File: src/rtl/odd_even_sort_sequencer_pkg.sv
// Shared definitions for the sorter controllers: controller states and a
// constant-foldable ceil-log2 helper for counter sizing.
package odd_even_sort_sequencer_pkg;

    typedef enum logic [1:0] {
        LOAD  = 2'd0,
        SORT  = 2'd1,
        DRAIN = 2'd2
    } sortState_e;

    // Smallest b with 2**b >= value; value is at least 2 for every caller.
    function automatic int unsigned clog2(input int unsigned value);
        int unsigned bits;
        bits = 0;
        for (int unsigned i = 0; i < 32; i++) begin
            if ((64'd1 << i) < 64'(value)) begin
                bits = i + 1;
            end
        end
        return bits;
    endfunction

endpackage

File: src/rtl/odd_even_sort_sequencer_compare_exchange.sv
// Unsigned compare-exchange cell: lo = min(a, b), hi = max(a, b).
// Swaps only on strict a > b, so equal keys pass through with lo taken from a.
module compare_exchange #(
    parameter int unsigned WIDTH = 8
) (
    input  logic [WIDTH-1:0] a,
    input  logic [WIDTH-1:0] b,
    output logic [WIDTH-1:0] lo,
    output logic [WIDTH-1:0] hi
);

    logic swap;

    assign swap = a > b;
    assign lo   = swap ? b : a;
    assign hi   = swap ? a : b;

endmodule

File: src/rtl/odd_even_sort_sequencer.sv
// Serial-in / serial-out batch sorter: loads N keys, runs N odd-even
// transposition phases on a shared bank of N/2 compare-exchange cells, drains ascending.
module odd_even_sort_sequencer
    import odd_even_sort_sequencer_pkg::*;
#(
    parameter int unsigned WIDTH = 8,
    parameter int unsigned N     = 8
) (
    input  logic             clk,
    input  logic             rst,
    input  logic             in_valid,
    output logic             in_ready,
    input  logic [WIDTH-1:0] in_data,
    output logic             out_valid,
    input  logic             out_ready,
    output logic [WIDTH-1:0] out_data,
    output logic             out_last,
    output logic             busy
);

    localparam int unsigned idxWidth  = clog2(N);
    localparam int unsigned pairCount = N / 2;
    localparam logic [idxWidth-1:0] lastIdx = idxWidth'(N - 1);

    if (N < 2 || (N % 2) != 0) begin : gBadN
        $error("odd_even_sort_sequencer: N must be even and >= 2");
    end

    sortState_e state;
    sortState_e stateNext;

    logic [idxWidth-1:0] wrIdx;
    logic [idxWidth-1:0] phase;
    logic [idxWidth-1:0] rdIdx;

    logic [WIDTH-1:0] mem      [N];
    logic [WIDTH-1:0] bankNext [N];
    logic [WIDTH-1:0] opA      [pairCount];
    logic [WIDTH-1:0] opB      [pairCount];
    logic [WIDTH-1:0] resLo    [pairCount];
    logic [WIDTH-1:0] resHi    [pairCount];

    logic accept;
    logic emit;
    logic lastPhase;

    assign in_ready  = (state == LOAD);
    assign busy      = (state != LOAD);
    assign out_valid = (state == DRAIN);
    assign out_data  = out_valid ? mem[rdIdx] : '0;
    assign out_last  = out_valid && (rdIdx == lastIdx);

    assign accept    = in_valid && in_ready;
    assign emit      = out_valid && out_ready;
    assign lastPhase = (phase == lastIdx);

    // Even phases pair (2k, 2k+1); odd phases pair (2k+1, 2k+2) and leave the last cell idle.
    always_comb begin
        for (int unsigned k = 0; k < pairCount; k++) begin
            opA[k] = mem[2*k];
            opB[k] = mem[2*k+1];
        end
        if (phase[0]) begin
            for (int unsigned k = 0; k + 1 < pairCount; k++) begin
                opA[k] = mem[2*k+1];
                opB[k] = mem[2*k+2];
            end
        end
    end

    for (genvar k = 0; k < int'(pairCount); k++) begin : gCe
        compare_exchange #(.WIDTH(WIDTH)) uCe (
            .a  (opA[k]),
            .b  (opB[k]),
            .lo (resLo[k]),
            .hi (resHi[k])
        );
    end

    // Whole-bank result of the current phase; mem[0] and mem[N-1] hold on odd phases.
    always_comb begin
        for (int unsigned i = 0; i < N; i++) begin
            bankNext[i] = mem[i];
        end
        if (!phase[0]) begin
            for (int unsigned k = 0; k < pairCount; k++) begin
                bankNext[2*k]   = resLo[k];
                bankNext[2*k+1] = resHi[k];
            end
        end else begin
            for (int unsigned k = 0; k + 1 < pairCount; k++) begin
                bankNext[2*k+1] = resLo[k];
                bankNext[2*k+2] = resHi[k];
            end
        end
    end

    always_ff @(posedge clk) begin
        if (rst) begin
            state <= LOAD;
        end else begin
            state <= stateNext;
        end
    end

    always_comb begin
        stateNext = state;
        case (state)
            LOAD:    if (accept && wrIdx == lastIdx) stateNext = SORT;
            SORT:    if (lastPhase)                  stateNext = DRAIN;
            DRAIN:   if (emit && out_last)           stateNext = LOAD;
            default:                                 stateNext = LOAD;
        endcase
    end

    always_ff @(posedge clk) begin
        if (rst) begin
            wrIdx <= '0;
            phase <= '0;
            rdIdx <= '0;
            for (int unsigned i = 0; i < N; i++) begin
                mem[i] <= '0;
            end
        end else begin
            if (accept) begin
                mem[wrIdx] <= in_data;
                wrIdx      <= (wrIdx == lastIdx) ? '0 : wrIdx + idxWidth'(1);
            end
            if (state == SORT) begin
                for (int unsigned i = 0; i < N; i++) begin
                    mem[i] <= bankNext[i];
                end
                phase <= lastPhase ? '0 : phase + idxWidth'(1);
            end
            if (emit) begin
                rdIdx <= out_last ? '0 : rdIdx + idxWidth'(1);
            end
        end
    end

endmodule
File: config.mk
export PLATFORM = sky130hd
export DESIGN_NAME = odd_even_sort_sequencer
export DESIGN_NICKNAME = d
export VERILOG_FILES = /design/src/rtl/odd_even_sort_sequencer_pkg.sv /design/src/rtl/odd_even_sort_sequencer_compare_exchange.sv /design/src/rtl/odd_even_sort_sequencer.sv
export SDC_FILE = /design/constraint.sdc
export NUM_CORES = 1
export LEC_CHECK = 0
export BUFFER_PORTS_ARGS = -buffer_cell sky130_fd_sc_hd__clkbuf_2
export CORE_UTILIZATION = 45
export DETAILED_ROUTE_END_ITERATION = 8
export SYNTH_ARGS = -nofsm -noshare
export SYNTH_HDL_FRONTEND = slang
export SYNTH_SLANG_ARGS = --single-unit
File: constraint.sdc
create_clock -name clk -period 6.6 [get_ports clk]
set_input_delay 1.32 -clock clk [delete_from_list [all_inputs] [get_ports clk]]
set_output_delay 1.32 -clock clk [all_outputs]
set_load 0.02 [all_outputs]
==> impl_metrics.py, run 1 <==
metrics = {
    "setup_path": {
        "critPathMaxFanout": 68,
        "slowest_stage": "dfxtp_4",
        "worst_setup_path_start_kind": "flip-flop",
        "worst_r2r_path_depth": 9,
        "path_cells": "buf_4 -> mux2_2 -> ha_1 -> nor2b_1 -> o211ai_2 -> a21o_1 -> a21oi_4 -> a21oi_1 -> a221o_1",
        "required_ns": 6.70,
        "cp_num_cells": 9,
        "arrival_ns": 4.10,
        "rrSetupSlack_ns": 2.60,
        "cp-end-kind": "flip-flop",
        "cpPeakStageDelay_ns": 0.90,
        "critPathKind": "flip-flop to flip-flop",
        "crit_family": "compound AO/OA/AOI/OAI gates",
        "crit_buf_inv": 1,
    },
    "drt": {
        "first_iter_violations": 632,
        "wl_per_cell_microns": 21.0,
        "wl_mm": 18.6,
        "routed_via_density": 6.42,
        "drc_errors": 0,
        "vias": 5692,
        "first_pass_iters": 5,
        "ant_nets": 0,
    },
    "logic_synthesis": {
        "netlist_area_sq_mm": 0.00654,
        "synth_cell_types": 58,
        "synth_top_cell_area_share": 0.294,
        "synth_seq_cells": 78,
        "yosys_most_used_dff": "edfxtp_1",
        "synthTopCellsByCount": "nand2_1, edfxtp_1, mux2i_1",
        "ys.warnings.count": 0,
        "yosysTopAreaCell": "edfxtp_1",
        "synth_cells": 712,
        "synthTopCellsByArea": "edfxtp_1, nand2_1, mux2i_1",
        "synthArstFlopShare": 0,
        "yosys.cell_count.top_type": "nand2_1",
        "syn_avg_cell_area_sq_um": 9.19,
        "synth_edf_count": 64,
        "synth_nets": 762,
        "ys_seq_area_frac": 0.337,
    },
    "timing": {
        "rsz0062_at_grt": "false",
        "maxSlewViolCount": 0,
        "holdWs_ns": 0.461,
        "finalSetupTns_ns": 0,
        "relSlewSlack": 0.184,
        "worst_slack_ns": 2.60,
        "period_share": 0.606,
        "hold_violations": 0,
        "max_freq_mhz": 250,
        "worstMarginPinSlew_ns": 1.22,
        "final-setup-viol-count": 0,
        "clock_skew_ns": 0.00779,
        "period_minus_slack_ns": 4.00,
    },
    "global_routing": {
        "grt_usage": 0.259,
        "grt_pass1_vias": 5410,
        "busiest_layer": "met2",
        "met1_usage": 0.360,
        "met2_usage": 0.398,
        "antenna_found_initial": 0,
        "grt_max_degree": 69,
        "gr-usage-met3": 0.0335,
        "grt_pass1_wl_mm": 29.4,
        "grt.overflow.total": 0,
    },
    "cts": {
        "postCtsSetupBuffers": 0,
        "cts.clk_slew.worst_paths_ns": 0.06,
        "cts_tree": "built",
        "cts-root-buf": "clkbuf_16",
        "cts_resized": 0,
        "cts_hold_buffers": 0,
        "numCtsBuffers": 9,
        "htree_levels": 3,
        "cts.sinks": 78,
        "cts_buffer_depth": 2,
        "clock_latency_ns": 0.35,
    },
    "pwr": {
        "p_int_w": 0.000898,
        "p_leak_nw": 2.46,
        "pwr-share-comb": 0.163,
        "p_sw_w": 0.000366,
        "p_sw_frac": 0.290,
        "pwr-share-clk": 0.372,
        "peakVddDrop_uv": 94.3,
        "seqPwrFrac": 0.464,
        "power.density_mw_per_mm2": 182,
    },
    "die": {
        "die_height_microns": 123,
        "initial_core_util": 0.466,
        "die-area_sq_mm": 0.0150,
        "core-area_sq_mm": 0.0140,
        "io_pins": 24,
        "die_w_microns": 123,
        "row_count": 43,
    },
    "worst_hold_path": {
        "min_delay_path_depth": 2,
        "min_path_type": "flip-flop to flip-flop",
    },
    "outcome": {
        "outcome": "complete, no violations",
    },
    "final_layout": {
        "n_antenna_cell": 0,
        "nFillCells": 1285,
        "layout-drive-gt1-share": 0.135,
        "multi_input_area_sq_mm": 0.00401,
        "regArea_sq_mm": 0.00221,
        "final_util": 0.494,
        "area_growth_pct": 6.02,
        "design_area_sq_mm": 0.00694,
        "fin_nets": 751,
    },
    "place": {
        "place_area_sq_mm": 0.00667,
        "gp_congestion": 0.927,
        "dpl_worst_slack_ns": 2.61,
        "io_buffers": 23,
        "hpwlAfterDp_mm": 13.4,
    },
    "job": {
        "drv_cap": 0,
    },
}
[cells in the final DEF (no fill, tap or decap), types with 14 or more instances in the layout]
| master | instances |
|---|---|
| nand2_1 | 146 |
| edfxtp_1 | 64 |
| mux2i_1 | 48 |
| nor2_1 | 45 |
| a21oi_1 | 41 |
| ha_1 | 38 |
| clkbuf_2 | 23 |
| nand2b_1 | 18 |
| nand3_1 | 18 |
| mux2_2 | 17 |
| o211ai_1 | 16 |
| mux4_2 | 16 |
| o21ai_0 | 15 |
| a221o_1 | 15 |
| a32oi_1 | 15 |
| a211oi_1 | 14 |
[metal layers]
layer / wire length (microns) / part of all wire
met5: 0 / 0
met2: 8360 / 0.45
met1: 8520 / 0.46
met4: 539 / 0.029
met3: 1200 / 0.065
[worst reg2reg max path, cell delays in order (launching register included)]
cell and delay (ns):
dfxtp_4 0.90, buf_4 0.45, mux2_2 0.39, ha_1 0.31, nor2b_1 0.17, o211ai_2 0.13, a21o_1 0.28, a21oi_4 0.62
a21oi_1 0.20, a221o_1 0.31
[state kept, by name, summed over array words and instances (netlist names), named ones only]
signal,flops
rdIdx,3
wrIdx,3
phase,3
state,2
mem,64
[worst paths after layout]
kind	startpoint	end
max	phase[0]	mem[4][6]
min	phase[1]	phase[1]
max reg2reg	phase[0]	mem[4][6]
min reg2reg	phase[1]	phase[1]
[cells by family (layout without fill, tap and decap cells)]
| kind of cell | after synthesis | after routing | share of synthesized area |
|---|---|---|---|
| AND/OR/NAND/NOR | 284 | 284 | 0.202 |
| AO/OA/AOI/OAI | 163 | 163 | 0.180 |
| multiplexers | 81 | 81 | 0.158 |
| flip-flops | 78 | 78 | 0.337 |
| buffers and inverters | 68 | 62 | 0.0511 |
| adder cells (fa/ha/maj) | 38 | 38 | 0.0727 |
[cell type report]
type	instances	share of cell area
Clock buffer	14	0.0366
Inverter	14	0.00757
Sequential cell	78	0.318
Timing Repair Buffer	32	0.0263
Tap cell	180	0.0325
Clock inverter	2	0.00144
Multi-Input combinational cell	566	0.578
[power groups by stage]
| stage | Combinational (W) | Sequential, W | Clock, W |
|---|---|---|---|
| 3_5_place_dp | 0.000202 | 0.000597 | 0 |
| 6_report | 0.000206 | 0.000587 | 0.000471 |
| 5_1_grt | 0.000228 | 0.000590 | 0.000494 |
| 2_1_floorplan | 0.000161 | 0.000585 | 0 |
| 3_3_place_gp | 0.000197 | 0.000597 | 0 |
| 4_1_cts | 0.000204 | 0.000587 | 0.000474 |
[metrics by stage]
stage,instances,total power [W]
floorplan,712,0.000746
global placement,870,0.000794
detailed placement,870,0.000800
CTS,886,0.00126
global route,886,0.00131
finish,886,0.00126
No activity file was read; power rests on OpenSTA's default activity.
==> run 2: changes to the inputs <==
==> constraint.sdc (replaced) <==
create_clock -name clk -period 3.8 [get_ports clk]
set_input_delay 0.76 -clock clk [delete_from_list [all_inputs] [get_ports clk]]
set_output_delay 0.76 -clock clk [all_outputs]
set_load 0.02 [all_outputs]
==> run 2 against run 1 <==
  * Clock-buffer cell count down 4
  * Sequential share of layout area down 1.1 points
  * Setup slack worse by 2.1 ns
  * First-iteration DRC count up 12%
  * Combinational power up 87%
  * Critical path type unchanged
  * Highest routed layer unchanged
==> impl_metrics.py, run 2 (synthesis gave the netlist of run 1 again) <==
metrics = {
    "outcome": {
        "outcome": "complete, no violations",
    },
    "worst_hold_path": {
        "min_path_type": "flip-flop to flip-flop",
    },
    "die": {
        "die-area_sq_mm": 0.0150,
        "row_count": 43,
        "die_height_microns": 123,
        "initial_core_util": 0.466,
        "core-area_sq_mm": 0.0140,
        "die_w_microns": 123,
        "io_pins": 24,
    },
    "drt": {
        "drc_errors": 0,
        "ant_nets": 0,
        "first_iter_violations": 709,
        "routed_via_density": 6.41,
        "wl_mm": 20.4,
        "wl_per_cell_microns": 22.4,
        "vias": 5832,
        "first_pass_iters": 5,
    },
    "setup_path": {
        "critPathKind": "flip-flop to flip-flop",
        "required_ns": 3.90,
        "cp-end-kind": "flip-flop",
        "critPathMaxFanout": 40,
        "worst_setup_path_start_kind": "flip-flop",
        "arrival_ns": 3.39,
    },
    "global_routing": {
        "met2_usage": 0.436,
        "grt_usage": 0.287,
        "grt_pass1_vias": 5643,
        "grt_max_degree": 41,
        "met1_usage": 0.390,
        "grt_pass1_wl_mm": 31.8,
        "antenna_found_initial": 0,
        "busiest_layer": "met2",
        "grt.overflow.total": 0,
        "gr-usage-met3": 0.0623,
    },
    "cts": {
        "postCtsSetupBuffers": 0,
        "cts_resized": 0,
        "clock_latency_ns": 0.36,
        "htree_levels": 3,
        "cts.sinks": 78,
        "cts_hold_buffers": 0,
        "cts.clk_slew.worst_paths_ns": 0.06,
        "cts-root-buf": "clkbuf_16",
        "numCtsBuffers": 9,
        "cts_tree": "built",
        "cts_buffer_depth": 2,
    },
    "place": {
        "gp_congestion": 0.887,
        "hpwlAfterDp_mm": 14.4,
        "io_buffers": 23,
    },
    "final_layout": {
        "nFillCells": 1299,
        "final_common_cell": "nand2_1",
        "largest_reg_flops": 64,
        "layout-drive-gt1-share": 0.166,
        "top_register": "mem",
        "final_util": 0.511,
        "final_cell_mix": "nand2_1, edfxtp_1, mux2i_1",
        "fin_nets": 774,
        "area_growth_pct": 9.67,
    },
    "timing": {
        "relSlewSlack": 0.515,
        "hold_violations": 0,
        "finalSetupTns_ns": 0,
        "max_freq_mhz": 304,
        "maxSlewViolCount": 0,
        "final-setup-viol-count": 0,
        "worstMarginPinSlew_ns": 0.724,
        "period_minus_slack_ns": 3.29,
        "rsz0062_at_grt": "false",
        "period_share": 0.866,
        "clock_skew_ns": 0.0151,
    },
    "pwr": {
        "peakVddDrop_uv": 202,
        "power.density_mw_per_mm2": 330,
        "power_w": 0.00237,
        "p_leak_nw": 2.60,
    },
    "job": {
        "drv_cap": 0,
    },
}
-- run 2: cell count changes in the layout (fill, tap and decap cells not counted), sizes merged --
cell | previous run | this run
buf | 9 | 32
clkbuf | 37 | 33
bufinv | 0 | 2
clkinv | 2 | 3
clkinvlp | 0 | 1
diode | 0 | 1
-- run 2: report_power, final --
| part | switching (W) | internal, W |
|---|---|---|
| clock network | 0.000385 | 0.000575 |
| registers | 0.0000581 | 0.000967 |
| logic | 0.000238 | 0.000147 |
| total | 0.000681 | 0.00169 |
-- run 2: final cells by class --
| class | count | area [sq um] | area share |
|---|---|---|---|
| Clock inverter | 6 | 86.3 | 0.0120 |
| Tap cell | 180 | 225 | 0.0314 |
| Sequential cell | 78 | 2210 | 0.307 |
| Multi-Input combinational cell | 566 | 4010 | 0.558 |
| Antenna cell | 1 | 2.50 | 0.000349 |
| Timing Repair Buffer | 55 | 368 | 0.0513 |
| Clock buffer | 10 | 229 | 0.0319 |
| Inverter | 14 | 52.6 | 0.00732 |
-- run 2: worst max-delay path, cell delays in order (launching register included) --
cell and delay [ns]:
dfxtp_4 0.67, mux2_2 0.41, ha_1 0.29, nor2b_1 0.17
o211ai_2 0.13, a21o_1 0.28, a21oi_4 0.61, a21oi_1 0.14
a221o_1 0.33
-- run 2: through the flow --
stage / area (sq um) / hold WS [ns] / setup WS, ns / instances
2_1_floorplan: 6540 / 0.440 / 0.544 / 712
3_3_place_gp: 6860 / 0.447 / 0.620 / 893
3_5_place_dp: 6860 / 0.451 / 0.584 / 893
4_1_cts: 7170 / 0.461 / 0.554 / 909
5_1_grt: 7170 / 0.479 / 0.367 / 909
6_report: 7180 / 0.458 / 0.509 / 910
-- run 2: layer usage --
layer | vias to the layer above | part of all wire
li1 | 2691 | -
met1 | 2786 | 0.44
met2 | 305 | 0.44
met3 | 50 | 0.089
met4 | 0 | 0.030
met5 | - | 0
-- run 2: final timing paths --
kind / start / to / slack (ns) / cells after the start
setup / recovery: phase[0] / mem[4][4] / 0.51 / 8
hold / removal: phase[1] / phase[1] / 0.46 / 2
setup reg to reg: phase[0] / mem[4][4] / 0.51 / 8
hold reg to reg: phase[1] / phase[1] / 0.46 / 2
==> run 3: changes to the inputs <==
--- a/config.mk
+++ b/config.mk
@@ -6,6 +6,7 @@
 export NUM_CORES = 1
 export LEC_CHECK = 0
 export BUFFER_PORTS_ARGS = -buffer_cell sky130_fd_sc_hd__clkbuf_2
+export CORE_MARGIN = 5
 export CORE_UTILIZATION = 45
 export DETAILED_ROUTE_END_ITERATION = 8
 export SYNTH_ARGS = -nofsm -noshare
==> run 3 against run 2 <==
  * Clock skew shrank 0.0045 ns
  * Sequential share of layout area grew 0.51 points
  * Register-to-register slack lost 0.11 ns
  * Setup slack lost 0.11 ns
  * First-iteration DRC count shrank 5.8%
  * Flip-flop and latch count is the same
  * Global-route usage shrank 4.7 points
  * Via count shrank 0.17%
  * Critical endpoint is now mem[4][3]
==> impl_metrics.py, run 3 (synthesis gave the netlist of run 1 again) <==
metrics = {
    "timing": {
        "rsz0062_at_grt": "false",
        "finalSetupTns_ns": 0,
        "worstMarginPinSlew_ns": 1.01,
        "maxSlewViolCount": 0,
        "relSlewSlack": 0.330,
        "hold_violations": 0,
        "worst_slack_ns": 0.394,
        "period_share": 0.896,
        "holdWs_ns": 0.468,
        "clock_skew_ns": 0.0106,
        "final-setup-viol-count": 0,
        "max_freq_mhz": 294,
        "period_minus_slack_ns": 3.41,
    },
    "die": {
        "die-area_sq_mm": 0.0171,
        "core-area_sq_mm": 0.0144,
        "io_pins": 24,
        "die_height_microns": 131,
        "initial_core_util": 0.454,
        "die_w_microns": 131,
        "row_count": 44,
    },
    "setup_path": {
        "critPathMaxFanout": 35,
        "required_ns": 3.90,
        "arrival_ns": 3.51,
        "worstReg2RegStart": "phase[0]",
        "startpoint": "phase[0]",
        "cp-end-kind": "flip-flop",
        "worst_setup_path_start_kind": "flip-flop",
        "critPathKind": "flip-flop to flip-flop",
    },
    "global_routing": {
        "grt_pass1_wl_mm": 31.2,
        "grt_pass1_vias": 5526,
        "grt_max_degree": 37,
        "busiest_layer": "met2",
        "grt_usage": 0.240,
        "grt.overflow.total": 0,
        "antenna_found_initial": 0,
        "met1_usage": 0.329,
        "gr-usage-met3": 0.0463,
        "met2_usage": 0.374,
    },
    "worst_hold_path": {
        "hp-start": "phase[1]",
        "min_path_type": "flip-flop to flip-flop",
    },
    "final_layout": {
        "final_cell_mix": "nand2_1, edfxtp_1, mux2i_1",
        "n_antenna_cell": 0,
        "fin_nets": 763,
        "area_growth_pct": 7.90,
        "largest_reg_flops": 64,
        "layout.cells.non_filler": 902,
        "top_register": "mem",
        "layout-drive-gt1-share": 0.153,
        "final_common_cell": "nand2_1",
    },
    "pwr": {
        "peakVddDrop_uv": 197,
        "power.density_mw_per_mm2": 318,
        "p_leak_nw": 2.53,
        "power_w": 0.00224,
    },
    "cts": {
        "clock_latency_ns": 0.35,
        "cts_resized": 0,
        "cts_tree": "built",
        "cts.clk_slew.worst_paths_ns": 0.06,
        "cts.sinks": 78,
        "cts_buffer_depth": 2,
        "cts_hold_buffers": 0,
        "postCtsSetupBuffers": 0,
        "numCtsBuffers": 9,
        "cts-root-buf": "clkbuf_16",
        "htree_levels": 3,
    },
    "drt": {
        "wl_per_cell_microns": 22.2,
        "drc_errors": 0,
        "ant_nets": 0,
        "first_pass_iters": 5,
        "first_iter_violations": 668,
        "vias": 5822,
        "routed_via_density": 6.45,
        "wl_mm": 20.0,
    },
    "job": {
        "drv_cap": 0,
    },
    "place": {
        "dp_cells": 886,
        "dpl_worst_slack_ns": 0.429,
        "io_buffers": 23,
        "hpwlAfterDp_mm": 14.2,
        "gp_congestion": 0.896,
    },
    "outcome": {
        "outcome": "complete, no violations",
    },
}
run 3: cell count changes in the layout (fill, tap and decap cells not counted):
cell       before  now
bufinv_16       2    0
clkinv_4        1    0
buf_4          31   20
clkinv_2        2    3
diode_2         1    0
clkbuf_8        0    2
run 3: final cells by class:
cell class | instances | area (sq um)
clock buffers | 12 | 256
clock inverters | 4 | 22.5
fillers | 1348 | 7360
inverters | 14 | 52.6
multi-input cells | 566 | 4010
flip-flops and latches | 78 | 2210
well taps | 184 | 230
repair buffers | 44 | 285
run 3: stage by stage:
stage,area (sq um),utilization
floorplan,6540,-
global placement,6780,0.470
detailed placement,6780,0.470
CTS,7060,0.490
global route,7060,0.490
finish,7060,0.490
run 3: power by group:
| part | leakage [nW] | internal [W] | switching, W | total [W] |
|---|---|---|---|---|
| clock network | 0.138 | 0.000476 | 0.000372 | 0.000848 |
| registers | 0.773 | 0.000968 | 0.0000546 | 0.00102 |
| logic | 1.62 | 0.000137 | 0.000236 | 0.000373 |
| total | 2.53 | 0.00158 | 0.000663 | 0.00224 |
run 3: final timing paths:
| kind | end | slack (ns) | depth (start not counted) |
|---|---|---|---|
| setup / recovery | mem[4][3] | 0.39 | 8 |
| hold / removal | phase[1] | 0.47 | 2 |
| setup reg to reg | mem[4][3] | 0.39 | 8 |
| hold reg to reg | phase[1] | 0.47 | 2 |
run 3: worst max-delay path, stage by stage, from the launching register on:
cell and delay (ns):
dfxtp_4 0.63, buf_12 0.25, mux2_2 0.35, ha_1 0.29
a211oi_1 0.23, o21bai_1 0.16, o21ai_2 0.67, a21boi_0 0.23
a221o_1 0.34
run 3: per-layer routing:
layer | vias up | share of wire
li1 | 2663 | -
met1 | 2845 | 0.43
met2 | 280 | 0.46
met3 | 34 | 0.092
met4 | 0 | 0.023
met5 | - | 0
